[config.mk]
export PLATFORM = sky130hd
export DESIGN_NAME = dm_uart_tx
export DESIGN_NICKNAME = d
export VERILOG_FILES = /design/src/rtl/dm_uart_tx_pkg.sv /design/src/rtl/dm_uart_tx_fifo.sv /design/src/rtl/dm_uart_tx.sv
export SDC_FILE = /design/constraint.sdc
export NUM_CORES = 1
export LEC_CHECK = 0
export CAP_MARGIN = 25
export CORE_MARGIN = 2
export CORE_UTILIZATION = 51
export CTS_BUF_LIST = sky130_fd_sc_hd__clkbuf_8 sky130_fd_sc_hd__clkbuf_16
export CTS_CLUSTER_SIZE = 25
export DETAILED_ROUTE_END_ITERATION = 8
export GPL_TIMING_DRIVEN = 0
export PLACE_DENSITY = 0.89
export SLEW_MARGIN = 10
export SYNTH_ARGS = -nofsm -noshare
export SYNTH_HDL_FRONTEND = slang
export SYNTH_SLANG_ARGS = --single-unit
[constraint.sdc]
create_clock -name i_clk -period 3.4 [get_ports i_clk]
set_input_delay 0.68 -clock i_clk [delete_from_list [all_inputs] [get_ports i_clk]]
set_output_delay 0.68 -clock i_clk [all_outputs]
set_load 0.005 [all_outputs]
[src/rtl/dm_uart_tx_pkg.sv]
// Shared definitions for the memory-mapped UART transmitter: bus types, register map,
// register bit positions and FSM state encoding.
package dm_uart_tx_pkg;

    typedef logic [31:0] addr_t;
    typedef logic [31:0] data_t;

    localparam logic [3:0] UART_TXDATA = 4'h0;
    localparam logic [3:0] UART_STATUS = 4'h4;
    localparam logic [3:0] UART_CTRL   = 4'h8;

    localparam int unsigned STATUS_BUSY    = 0;
    localparam int unsigned STATUS_FULL    = 1;
    localparam int unsigned STATUS_EMPTY   = 2;
    localparam int unsigned STATUS_OVF     = 3;
    localparam int unsigned STATUS_CNT_LSB = 4;

    localparam int unsigned CTRL_TX_EN  = 0;
    localparam int unsigned CTRL_IRQ_EN = 1;

    typedef logic [1:0] uart_tx_state_t;

    localparam uart_tx_state_t ST_IDLE  = 2'd0;
    localparam uart_tx_state_t ST_START = 2'd1;
    localparam uart_tx_state_t ST_DATA  = 2'd2;
    localparam uart_tx_state_t ST_STOP  = 2'd3;

endpackage

[src/rtl/dm_uart_tx_fifo.sv]
// Byte-wide synchronous TX FIFO with first-word-fall-through read data.
// Pushes while full are dropped; the caller is responsible for flagging overflow.
module uart_tx_fifo #(
    parameter int unsigned DEPTH = 8
) (
    input  logic                   i_clk,
    input  logic                   i_rst,
    input  logic                   i_push,
    input  logic [7:0]             i_wdata,
    input  logic                   i_pop,
    output logic [7:0]             o_rdata,
    output logic                   o_full,
    output logic                   o_empty,
    output logic [$clog2(DEPTH):0] o_count
);

    localparam int unsigned AW = $clog2(DEPTH);
    localparam logic [AW:0] FULL_CNT = (AW+1)'(DEPTH);

    logic [7:0]    mem_q [DEPTH];
    logic [AW-1:0] wptr_q;
    logic [AW-1:0] rptr_q;
    logic [AW:0]   count_q;
    logic          push_ok;
    logic          pop_ok;

    assign o_full  = (count_q == FULL_CNT);
    assign o_empty = (count_q == '0);
    assign o_count = count_q;
    assign o_rdata = mem_q[rptr_q];

    // Full is judged on the registered count, so a push never sneaks in beside a pop.
    assign push_ok = i_push & ~o_full;
    assign pop_ok  = i_pop & ~o_empty;

    always_ff @(posedge i_clk) begin
        if (push_ok) begin
            mem_q[wptr_q] <= i_wdata;
        end
    end

    always_ff @(posedge i_clk or posedge i_rst) begin
        if (i_rst) begin
            wptr_q  <= '0;
            rptr_q  <= '0;
            count_q <= '0;
        end else begin
            if (push_ok) begin
                wptr_q <= wptr_q + 1'b1;
            end
            if (pop_ok) begin
                rptr_q <= rptr_q + 1'b1;
            end
            case ({push_ok, pop_ok})
                2'b10:   count_q <= count_q + 1'b1;
                2'b01:   count_q <= count_q - 1'b1;
                default: count_q <= count_q;
            endcase
        end
    end

endmodule

[src/rtl/dm_uart_tx.sv]
// Data-memory-mapped 8N1 UART transmitter: TXDATA/STATUS/CTRL registers in a 16-byte window,
// an 8-entry TX FIFO and a frame serialiser whose line output comes straight from a flop.
module dm_uart_tx
    import dm_uart_tx_pkg::*;
#(
    parameter logic [31:0] BASE_ADDR  = 32'h1000_0000,
    parameter int unsigned CLK_DIV    = 868,
    parameter int unsigned FIFO_DEPTH = 8
) (
    input  logic       i_clk,
    input  logic       i_rst,
    input  addr_t      i_DM_addr,
    input  data_t      i_DM_wd,
    input  logic [3:0] i_DM_wen,
    input  logic       i_DM_ren,
    output data_t      o_DM_rd,
    output logic       o_uart_tx,
    output logic       o_irq
);

    localparam int unsigned BW = $clog2(CLK_DIV);
    localparam int unsigned CW = $clog2(FIFO_DEPTH) + 1;
    localparam logic [BW-1:0] BAUD_MAX = BW'(CLK_DIV - 1);

    uart_tx_state_t state_q, state_d;
    logic [BW-1:0]  baud_q, baud_d;
    logic [2:0]     bit_q, bit_d;
    logic [2:0]     bit_nxt;
    logic [7:0]     data_q, data_d;
    logic           tx_q, tx_d;
    logic           tx_en_q;
    logic           irq_en_q;
    logic           ovf_q;

    logic           hit;
    logic [3:0]     offs;
    logic           wr_lane0;
    logic           push;
    logic           ovf_clr;
    logic           ctrl_we;
    logic           busy;
    logic           baud_end;
    logic           fifo_pop;
    logic [7:0]     fifo_rdata;
    logic           fifo_full;
    logic           fifo_empty;
    logic [CW-1:0]  fifo_count;
    data_t          status_word;
    data_t          ctrl_word;
    logic           unused_bits;

    assign hit      = (i_DM_addr[31:4] == BASE_ADDR[31:4]);
    assign offs     = i_DM_addr[3:0];
    assign wr_lane0 = hit & i_DM_wen[0];
    assign push     = wr_lane0 && (offs == UART_TXDATA);
    assign ovf_clr  = wr_lane0 && (offs == UART_STATUS) && i_DM_wd[STATUS_OVF];
    assign ctrl_we  = wr_lane0 && (offs == UART_CTRL);
    assign unused_bits = ^{i_DM_wd[31:8], i_DM_wen[3:1]};

    uart_tx_fifo #(
        .DEPTH (FIFO_DEPTH)
    ) u_fifo (
        .i_clk   (i_clk),
        .i_rst   (i_rst),
        .i_push  (push),
        .i_wdata (i_DM_wd[7:0]),
        .i_pop   (fifo_pop),
        .o_rdata (fifo_rdata),
        .o_full  (fifo_full),
        .o_empty (fifo_empty),
        .o_count (fifo_count)
    );

    assign busy      = (state_q != ST_IDLE);
    assign baud_end  = (baud_q == BAUD_MAX);
    assign bit_nxt   = bit_q + 3'd1;
    assign o_uart_tx = tx_q;
    assign o_irq     = irq_en_q & fifo_empty & ~busy;

    always_comb begin
        status_word                             = '0;
        status_word[STATUS_BUSY]                = busy;
        status_word[STATUS_FULL]                = fifo_full;
        status_word[STATUS_EMPTY]               = fifo_empty;
        status_word[STATUS_OVF]                 = ovf_q;
        status_word[STATUS_CNT_LSB +: 4]        = 4'(fifo_count);
        ctrl_word                               = '0;
        ctrl_word[CTRL_TX_EN]                   = tx_en_q;
        ctrl_word[CTRL_IRQ_EN]                  = irq_en_q;
    end

    always_comb begin
        o_DM_rd = '0;
        if (i_DM_ren && hit) begin
            case (offs)
                UART_STATUS: o_DM_rd = status_word;
                UART_CTRL:   o_DM_rd = ctrl_word;
                default:     o_DM_rd = '0;
            endcase
        end
    end

    // STOP may chain directly into the next START so back-to-back frames have no idle gap.
    always_comb begin
        state_d  = state_q;
        baud_d   = baud_q;
        bit_d    = bit_q;
        data_d   = data_q;
        tx_d     = tx_q;
        fifo_pop = 1'b0;
        unique case (state_q)
            ST_IDLE: begin
                tx_d = 1'b1;
                if (tx_en_q && !fifo_empty) begin
                    fifo_pop = 1'b1;
                    data_d   = fifo_rdata;
                    baud_d   = '0;
                    tx_d     = 1'b0;
                    state_d  = ST_START;
                end
            end
            ST_START: begin
                if (baud_end) begin
                    baud_d  = '0;
                    bit_d   = 3'd0;
                    tx_d    = data_q[0];
                    state_d = ST_DATA;
                end else begin
                    baud_d = baud_q + 1'b1;
                end
            end
            ST_DATA: begin
                if (baud_end) begin
                    baud_d = '0;
                    if (bit_q == 3'd7) begin
                        tx_d    = 1'b1;
                        state_d = ST_STOP;
                    end else begin
                        bit_d = bit_nxt;
                        tx_d  = data_q[bit_nxt];
                    end
                end else begin
                    baud_d = baud_q + 1'b1;
                end
            end
            ST_STOP: begin
                if (baud_end) begin
                    baud_d = '0;
                    if (tx_en_q && !fifo_empty) begin
                        fifo_pop = 1'b1;
                        data_d   = fifo_rdata;
                        tx_d     = 1'b0;
                        state_d  = ST_START;
                    end else begin
                        state_d = ST_IDLE;
                    end
                end else begin
                    baud_d = baud_q + 1'b1;
                end
            end
            default: begin
                tx_d    = 1'b1;
                state_d = ST_IDLE;
            end
        endcase
    end

    always_ff @(posedge i_clk or posedge i_rst) begin
        if (i_rst) begin
            state_q  <= ST_IDLE;
            baud_q   <= '0;
            bit_q    <= '0;
            data_q   <= '0;
            tx_q     <= 1'b1;
            tx_en_q  <= 1'b1;
            irq_en_q <= 1'b0;
            ovf_q    <= 1'b0;
        end else begin
            state_q <= state_d;
            baud_q  <= baud_d;
            bit_q   <= bit_d;
            data_q  <= data_d;
            tx_q    <= tx_d;
            if (push && fifo_full) begin
                ovf_q <= 1'b1;
            end else if (ovf_clr) begin
                ovf_q <= 1'b0;
            end
            if (ctrl_we) begin
                tx_en_q  <= i_DM_wd[CTRL_TX_EN];
                irq_en_q <= i_DM_wd[CTRL_IRQ_EN];
            end
        end
    end

endmodule

Word level (Yosys, flattened, before mapping) --
Memory sizes are Yosys's and may differ from the RTL's. Cells that the tools add are included. W data, S select, Z words.
Storage, ports and cells: register bits 37, latch bits 0, memory bits (writable) 64, bits in read-only memories 0, bits of input ports 71, output and inout bits 34, word-level logic and storage cells 102, memories 1
Cells by class: add/subtract/negate cells 6, $mul 0, div/mod/pow operators 0, magnitude comparators 1, equal/unequal tests 18, shifts and indexed selects 0, multiplexer cells 36, bitwise gates (word level) 8, reductions and logical operators 21
Memories:
- u_fifo.mem_q | words 8, width 8, rd ports 1, clocked after memory_dff 0, wr ports 1, line dm_uart_tx_fifo.sv:20 | logic [7:0] mem_q [DEPTH];
Operators by type and width (count):
- $pmux W8 S2 | 2
- $eq A28 B25 Y1 const B | 1
- $mux W8 | 3
- $mux W10 | 2
- $pmux W10 S2 | 1
- $mux W1 | 14
- $ne A2 B2 Y1 const B | 7
- $add A10 B1 Y10 const B | 1
- $eq A10 B10 Y1 const B | 1
- $mux W2 | 5
- $reduce_bool A2 Y1 | 5
- $add A3 B1 Y3 const B | 3
- $mux W3 | 3
- $eq A4 B4 Y1 const B | 2
- $logic_not A4 Y1 | 2
- $pmux W2 S4 | 1
- $pmux W4 S2 | 1
- $reduce_and A4 Y1 | 2
- $logic_and A1 B1 Y1 | 7
- $eq A2 B2 Y1 const B | 3
- $pmux W3 S2 | 1
- $and A1 B1 Y1 | 5
- $reduce_and A5 Y1 | 1
- $add A4 B1 Y4 const B | 1
- other kinds (13) | 16

Longest topological paths before layout --
depth after elaboration 9, gate-level depth with buffers 12, gate-level depth less buffers 11

Cells and area by module --
Synthesis repeated with hierarchy kept, for this count alone.
Second synthesis, totals: cell total of the unflattened synthesis 364, area, all modules 5117.4 um^2
Modules (own cells, without submodules):
- uart_tx_fifo | instances 1, cells each 161, area an instance 3135.5 um^2, seq. area each 2172.1 um^2
- dm_uart_tx | instances 1, cells each 203, area an instance 1981.9 um^2, seq. area each 678.2 um^2

Least setup slack after synthesis --
OpenSTA, ideal clock, no wires.
path kind input -> register, start point input i_DM_addr[6], end point register u_fifo.count_q[3] (netlist: u_fifo.o_count[3]), library setup time 0.126 ns, data arrival time 2.783 ns, required time 3.274 ns, slack 0.491 ns, stages 11, buffers on the path 0, path through nor4_2 nand4_2 nor4_4 inv_1 ha_1 ha_1 a21o_1 a21oi_1 xnor2_1 nor2_1 xor2_1
On the way: cells in the longest elaborated chain, start to end 6, elaborated cells on any way between the ends 8, classes of those cells eq/ne (3); mux (1); bitwise (2); reduce/logical (2)
Ends and longest elaborated chain:
- start: declaration | line dm_uart_tx.sv:12 | input addr_t i_DM_addr,
- $eq A28 B25 Y1 (*) | line dm_uart_tx.sv:52 | assign hit = (i_DM_addr[31:4] == BASE_ADDR[31:4]);
- $and A1 B1 Y1 (*) | line dm_uart_tx.sv:54 | assign wr_lane0 = hit & i_DM_wen[0];
- $logic_and A1 B1 Y1 (*) | line dm_uart_tx.sv:55 | assign push = wr_lane0 && (offs == UART_TXDATA);
- $and A1 B1 Y1 (*) | line dm_uart_tx_fifo.sv:33 | assign push_ok = i_push & ~o_full;
- $eq A2 B1 Y1 or $eq A2 B2 Y1 (tied branches) | line dm_uart_tx_fifo.sv:54 | case ({push_ok, pop_ok})
- $pmux W4 S2 or $reduce_bool A2 Y1 (tied branches)
- end signal: assignment | line dm_uart_tx_fifo.sv:55 | 2'b10: count_q <= count_q + 1'b1;
- end signal: assignment | line dm_uart_tx_fifo.sv:56 | 2'b01: count_q <= count_q - 1'b1;
- end signal: assignment | line dm_uart_tx_fifo.sv:57 | default: count_q <= count_q;
- end: declaration | line dm_uart_tx_fifo.sv:23 | logic [AW:0] count_q;
Every way passes the cells marked *; elsewhere a longest branch is shown, timed or not. A chain may end at the register's enable or synchronous reset.

Worst setup path in the final report --
start point input i_DM_addr[22], end point output o_DM_rd[3]
On the way: cells in the longest elaborated chain, start to end 3
Ends and longest elaborated chain:
- $eq A28 B25 Y1 | line dm_uart_tx.sv:52
- $logic_and A1 B1 Y1 | line dm_uart_tx.sv:94 | if (i_DM_ren && hit) begin
- $mux W8 | line dm_uart_tx.sv:94
- end: declaration | line dm_uart_tx.sv:16 | output data_t o_DM_rd,
No other way between the ends.

==> implementation parameters <==
Parameter                              Value

Run status
  Result of the run    complete, no violations

CTS
  Maximum root-to-sink buffer count    2
  Clock-pin slew reported for the worst setup and hold paths after clock tree synthesis    100 ps
  Clk sinks    101
  Clock root buffer    sky130_fd_sc_hd__clkbuf_8
  TritonCTS clock tree    built
  Clock latency on the worst-skew pair    370 ps
  Inserted Clock Buffers    9
  H-tree level count    3

Route
  Number of routed nets with antenna violations    0
  Sum of routed wire length over all layers    9.58 mm
  Via count of the routed design    roughly 3200
  Mean number of vias per cell    5.44
  Post-route DRC violation count    0
  Violation count after the first detailed-route iteration    196
  Router iterations before antenna repair    4
  Average wire per cell in the routed design    approximately 16 um

Synth
  Post-synth EDFFs    64
  Total of flip-flops plus latches after synthesis    101
  Portion of netlist area occupied by mux cells    0.115
  Ys flop type    sky130_fd_sc_hd__edfxtp_1
  FFs w/ async S/R, synth    0.366
  Adder and majority cell fraction of the synthesized area    0.0372
  Share of the synthesized area in the top cell type    0.391
  Main area contributors after synthesis    sky130_fd_sc_hd__edfxtp_1 (39%), sky130_fd_sc_hd__dfrtp_1 (18%), sky130_fd_sc_hd__mux4_2 (7.8%)
  Top cells by count, synth    sky130_fd_sc_hd__edfxtp_1 (64), sky130_fd_sc_hd__dfrtp_1 (35), sky130_fd_sc_hd__o21ai_0 (31), sky130_fd_sc_hd__nand2_1 (26), sky130_fd_sc_hd__buf_4 (25)
  Ys Warns    0
  Cell taking the most area after synthesis    sky130_fd_sc_hd__edfxtp_1
  Post-synthesis share of cell area spent on and, or, nand and nor gates    0.128
  Post-synthesis area per instance    13.8 um^2
  Most repeated cell in the gate-level netlist after synthesis    sky130_fd_sc_hd__edfxtp_1
  Area share of xor/xnor cells in the synthesized design    0.0161
  Post-synthesis cell type count    60
  Largest family of logic cells by synthesized area    simple AND/OR/NAND/NOR gates
  Fraction of the yosys area taken by sequential cells    0.580
  Cell area after synthesis    ~0.005 mm^2
  Complex-gate fraction of the synthesized area    0.0711
  Syn Inst Count    around 360

Setup path
  Crit path capture type    primary output
  Critical path depth in cells    7
  Critical path startpoint category    input pin
  Worst Reg2Reg Path Length in Cells    12
  Launching point of the worst reg2reg path    state_q[0]
  Critical Path Most Common Cell    sky130_fd_sc_hd__clkdlybuf4s50_1
  Cell class contributing the biggest share of worst-path delay    simple AND/OR/NAND/NOR gates
  Worst setup path class    input pin to primary output
  Buffers and inverters on the worst path    2
  Biggest fanout along the worst timing path    6
  CP startpoint    i_DM_addr[22]
  Ordered cell list for the critical path    clkdlybuf4s50_1 -> nor4_2 -> nand3_2 -> nor2_4 -> and3_4 -> and2_1 -> clkdlybuf4s50_1
  Arrival time at the worst endpoint    2640 ps
  CP peak stage delay    520 ps
  Slowest-stage cell, CP    sky130_fd_sc_hd__clkdlybuf4s50_1
  Required time of the critical path    2720 ps

Finish
  Post-Layout Inst Area    0.00595 mm^2
  Area Overhead vs Synth    21.2%
  Number of filler instances in the final layout    691
  Diode count    0
  Fin cells    581
  Layout Nets    532
  Fraction of layout instances using a drive strength above 1    0.212

Global routing
  First-pass GRT wire length    15.2 mm
  Number of global-route vias before repair    3101
  Pin count of the biggest net entering global routing    38
  GRT Total Usage    0.193
  Global-route congestion overflow total    0
  Initial antenna violation count    0

Placement
  Sum of net half-perimeters after detailed placement    6.83 mm
  Last weighted congestion value of the routability-driven placer    ~0.85
  Input/output buffers    53
  Area after detailed placement    between 0.005 and 0.006 mm^2
  Worst slack at placement    -190 ps
  Cell count after placement    562

Floorplan
  Die outline area    roughly 0.010 mm^2
  Effective utilization at floorplan    0.529
  Number of top-level pins    105
  Horizontal die dimension    between 100 and 150 um
  Number of cell rows    35
  Height of the die    about 100 um
  Area of the core    0.00928 mm^2

Timing
  Worst slew margin    0.394
  Final worst slack    84.3 ps
  Total of endpoints with negative setup slack in the final report    0
  Final hold viol count    0
  RSZ-0062 raised after global routing    yes
  Highest attainable clock frequency    0.302 GHz
  Minimum period implied by the final worst setup slack    3320 ps
  Tcrit/Tclk final    0.975
  Slew @ Worst Pin    904 ps
  Clock skew after layout    10.2 ps
  Final count of pins violating max slew    0

Power and ir drop
  Static leakage    0.00224 uW
  Final total power    2170 uW
  Power density over the cells    365 mW/mm^2
  Peak supply drop    0.000371 V

Run
  Maximum Capacitance Violations    0

Worst hold path
  Depth of the worst hold-timing path    1
  Startpoint of the lowest-slack hold path    baud_q[9]
  Class of the worst hold path    register to register
area by class of cell:
cell class	instances	area [um^2]	share of cell area
Timing Repair Buffer	56	553	0.0929
Clock buffer	9	124	0.0208
Sequential cell	101	2850	0.479
Inverter	11	41.3	0.00694
Buffer	31	214	0.0359
Tap cell	129	161	0.0271
Clock inverter	7	86.3	0.0145
Multi-Input combinational cell	237	1920	0.323
kinds of logic after synthesis:
| kind of cell | count (synthesis) |
|---|---|
| flip-flops | 101 |
| multiplexers | 34 |
| adder cells (fa/ha/maj) | 14 |
| AO/OA/AOI/OAI | 56 |
| AND/OR/NAND/NOR | 100 |
| other | 1 |
| XOR/XNOR | 9 |
| buffers and inverters | 42 |
registers in the layout, summed over array words and instances, names as in the netlist:
name / cells
baud_q: 10
bit_q: 3
data_q: 8
irq_en_q: 1
o_uart_tx: 1
ovf_q: 1
state_q: 2
tx_en_q: 1
u_fifo.mem_q: 64
u_fifo.o_count: 4
u_fifo.rptr_q: 3
u_fifo.wptr_q: 3
power by group:
part / internal (uW) / leakage (uW) / total, uW / switching (uW)
Clock: 296 / 0.000105 / 760 / 463
Combinational: 65.0 / 0.00105 / 109 / 44.0
Sequential: 1310 / 0.00108 / 1310 / 0.0449
Total: 1670 / 0.00224 / 2170 / 508
layer usage:
metal,wire length [um],share of wire,GRT usage
met1,3930,0.41,0.244
met2,4990,0.52,0.331
met3,533,0.056,0.0356
met4,125,0.013,0.0810
met5,0,0,0
path summary, 6_finish.rpt:
path / slack (ps) / to
worst max register to register: 560 / u_fifo.o_count[3]
min in group asynchronous: 770 / bit_q[1]
worst min register to register: 480 / baud_q[9]
max in group asynchronous: 2140 / data_q[1]
worst min-delay path: 480 / baud_q[9]
worst max-delay path: 80 / o_DM_rd[3]
per-stage QoR:
| step | hold slack (ps) | setup TNS [ps] | util |
|---|---|---|---|
| after CTS | 479 | 0 | 0.638 |
| final | 477 | 0 | 0.641 |
| after global placement | 461 | -399 | 0.613 |
| after global routing | 510 | -73.7 | 0.641 |
| after floorplan | 437 | 0 | - |
| after detailed placement | 470 | -1100 | 0.613 |
what timing repair did:
action                                  4_1_cts  5_1_grt
pin swaps                                     1        4
endpoints found under the setup margin        6        7
hold buffers                                  0        0
buffers inserted                              1        2
gates resized for setup                       4        3
placed cells by master (no fill, tap or decap), types with 11 or more instances in the layout:
cell type and instances:
sky130_fd_sc_hd__edfxtp_1 64, sky130_fd_sc_hd__clkdlybuf4s50_1 53, sky130_fd_sc_hd__dfrtp_1 35, sky130_fd_sc_hd__o21ai_0 31
sky130_fd_sc_hd__buf_4 28, sky130_fd_sc_hd__nand2_1 26, sky130_fd_sc_hd__conb_1 24, sky130_fd_sc_hd__mux4_2 17
sky130_fd_sc_hd__nor2_1 17, sky130_fd_sc_hd__ha_1 13, sky130_fd_sc_hd__mux2i_1 11
worst register-to-register path: stages (launching register included):
cell and delay [ps]:
sky130_fd_sc_hd__dfrtp_1 420, sky130_fd_sc_hd__inv_1 160, sky130_fd_sc_hd__ha_1 170, sky130_fd_sc_hd__clkbuf_1 340
sky130_fd_sc_hd__a41oi_1 110, sky130_fd_sc_hd__nor3_2 330, sky130_fd_sc_hd__ha_1 270, sky130_fd_sc_hd__ha_1 250
sky130_fd_sc_hd__a21o_1 170, sky130_fd_sc_hd__a21oi_1 180, sky130_fd_sc_hd__xnor2_1 140, sky130_fd_sc_hd__nor2_1 70
sky130_fd_sc_hd__xor2_1 140
Note: power is estimated with default switching activity, not from simulation.
==> RTL edit, RTL diff (same settings) <==
Set the parameter `FIFO_DEPTH` to 4 (it was 8).
--- a/src/rtl/dm_uart_tx.sv
+++ b/src/rtl/dm_uart_tx.sv
@@ -5,7 +5,7 @@
 #(
     parameter logic [31:0] BASE_ADDR  = 32'h1000_0000,
     parameter int unsigned CLK_DIV    = 868,
-    parameter int unsigned FIFO_DEPTH = 8
+    parameter int unsigned FIFO_DEPTH = 4
 ) (
     input  logic       i_clk,
     input  logic       i_rst,
Behaviour: not the same (a bounded check fails within 10 cycles, from zero or initial values and one cycle with i_rst high).
==> RTL edit against the unedited design <==
Setup slack improved by 0.030 ns. First-iteration DRC count fell by 22%. Synthesized area fell by 27%. Sequential cell count fell by 35. Global-route usage rose by 0.68 points. Design area fell by 23%. Die area fell by 26%. Synthesized cell count fell by 23%. Register-to-register slack got worse by 0.06 ns. Power fell by 25%. Core utilization rose by 3.5 points. Wire length fell by 26%. Final cell count fell by 20%. Critical endpoint is now o_DM_rd[1]. Largest power group unchanged.
==> RTL edit: results (changes against the unedited design) <==
Outcome = complete, no violations
DR pass1 iterations = 4 (unchanged)
Ys Warns = 0 (unchanged)
Top post-synthesis cells by area = edfxtp_1 27%, dfrtp_1 22%, mux4_2 6.3%
DRC = 0 (unchanged)
Fill count = 468 (-32%)
ANT cells = 0 (unchanged)
Crit path max-delay family = buffers and inverters
CP max stage cell = clkdlybuf4s50_1
Hold Path Class = flip-flop to flip-flop
CP arrival = 2.61 ns (-0.03 ns)
# port buffers = 52 (-1.9%)
Max clock buf depth = 2 (unchanged)
H-Tree Depth = 3 (unchanged)
Worst VDD drop = 0.3872 mV (+4.4%)
Worst Skew = 0.01081 ns (+0.0006476 ns)
Final nets = 451 (-15%)
Distinct cells, synth = 55 (-8.3%)
Top_reg_cell synth = edfxtp_1
Initial DRC count = 152 (-22%)
Largest registers = u_fifo.mem_q x32, baud_q x10, data_q x8
Number of global-route vias before repair = 2,462 (-21%)
Slowest stage delay, CP = 0.52 ns (about the same)
Share of synthesized registers carrying an async set or reset = 51.52% (+15 points)
CTS Root Cell = clkbuf_8
Dpl hpwl = 5109 um (-25%)
Layout cells sized above 1 = 24.53% (+3.3 points)
Largest net degree at the start of global routing = 35 (-7.9%)
CP max FO = 5 (-1)
Worst slew pin tran = 0.8283 ns (-0.07548 ns)
First-pass GRT wire length = 11,710 um (-23%)
Final GP Congestion = 0.8513 (-0.26%)
Antenna violations before repair = 0 (unchanged)
Tot GR Track Use = 20.02% (+0.68 points)
Post-synthesis sequential area ratio = 50.77% (-7.3 points)
Static Leak = 1.891 nW (-15%)
Top post-synthesis cells by count = 32 x dfrtp_1, 32 x edfxtp_1, 25 x buf_4
Post-Route WL = 7117 um (-26%)
Cts bufs inserted = 9 (unchanged)
DR vias/cell = 5.358 (-1.6%)
Register clock-pin slew on the reported worst setup and hold paths = 0.08 ns (-0.02 ns)
Sw Ratio = 23.49% (+0.16 points)
Post-synth EDFFs = 32 (-50%)
Worst skew pair latency = 0.35 ns (-0.02 ns)
RTL edit: cell count changes after synthesis, moves of 7 or more:
cell and change:
a22o_1 +7, o21ai_0 -21, nand2_1 -18, mux2i_1 -7
mux2_2 +9, edfxtp_1 -32, nor2_1 -13, mux4_2 -7
RTL edit: final timing paths:
check,start,endpoint,cells past startpoint,slack (ns)
max,i_DM_addr[30],o_DM_rd[1],6,0.11
min,ovf_q,ovf_q,1,0.51
max reg2reg,state_q[0],u_fifo.o_count[2],11,0.50
min reg2reg,ovf_q,ovf_q,1,0.51
max in group asynchronous,i_rst,data_q[4],2,2.16
min in group asynchronous,i_rst,ovf_q,2,0.76
RTL edit: layout make-up:
type	instances	area (sq um)	share of cell area, %
clock buffer	9	123.9	2.696
inverter	16	60.06	1.307
clock inverter	7	82.58	1.797
multi-input combinational	187	1640	35.70
tap	96	120.1	2.614
sequential	66	1814	39.49
timing repair buffer	55	540.5	11.76
buffer	31	212.7	4.630
RTL edit: timing repair:
action,CTS,global route
pin swaps,5,2
hold endpoints to repair,0,0
buffers inserted,1,2
resized for setup,7,4
endpoints found under the setup margin,5,5
RTL edit: metrics by stage:
step	util (%)	setup TNS [ns]	std cells	area, sq um	setup WS (ns)
6_report	67.62	0	467	4594	0.1142
4_1_cts	67.02	0	465	4553	0.02329
5_1_grt	67.62	0	467	4594	0.01046
3_3_place_gp	63.35	-1.098	448	4304	-0.2364
2_1_floorplan	-	0	300	3664	0.8872
3_5_place_dp	63.35	-1.156	448	4304	-0.2434
RTL edit: cell families after synthesis:
group | Yosys count | synth area share [%]
simple gates | 74 | 13.76
flops | 66 | 50.77
buf+inv | 47 | 7.633
compound gates | 36 | 8.264
mux | 29 | 12.15
fa+ha+maj | 14 | 5.112
xor+xnor | 9 | 2.206
other cells | 1 | 0.1049
RTL edit: routing by layer:
metal	up-vias	global-route usage (%)	share of wire (%)
li1	1174	-	-
met1	1228	24.77	41
met2	90	34.16	52
met3	10	4.807	5.5
met4	0	7.552	1.3
met5	-	0	0
RTL edit: power groups by stage:
stage / combinational, mW / clock, mW / sequential, mW
floorplan: 0.0392 / 0 / 0.855
global placement: 0.0991 / 0 / 0.854
detailed placement: 0.102 / 0 / 0.854
CTS: 0.105 / 0.699 / 0.837
global route: 0.118 / 0.737 / 0.837
finish: 0.108 / 0.694 / 0.837
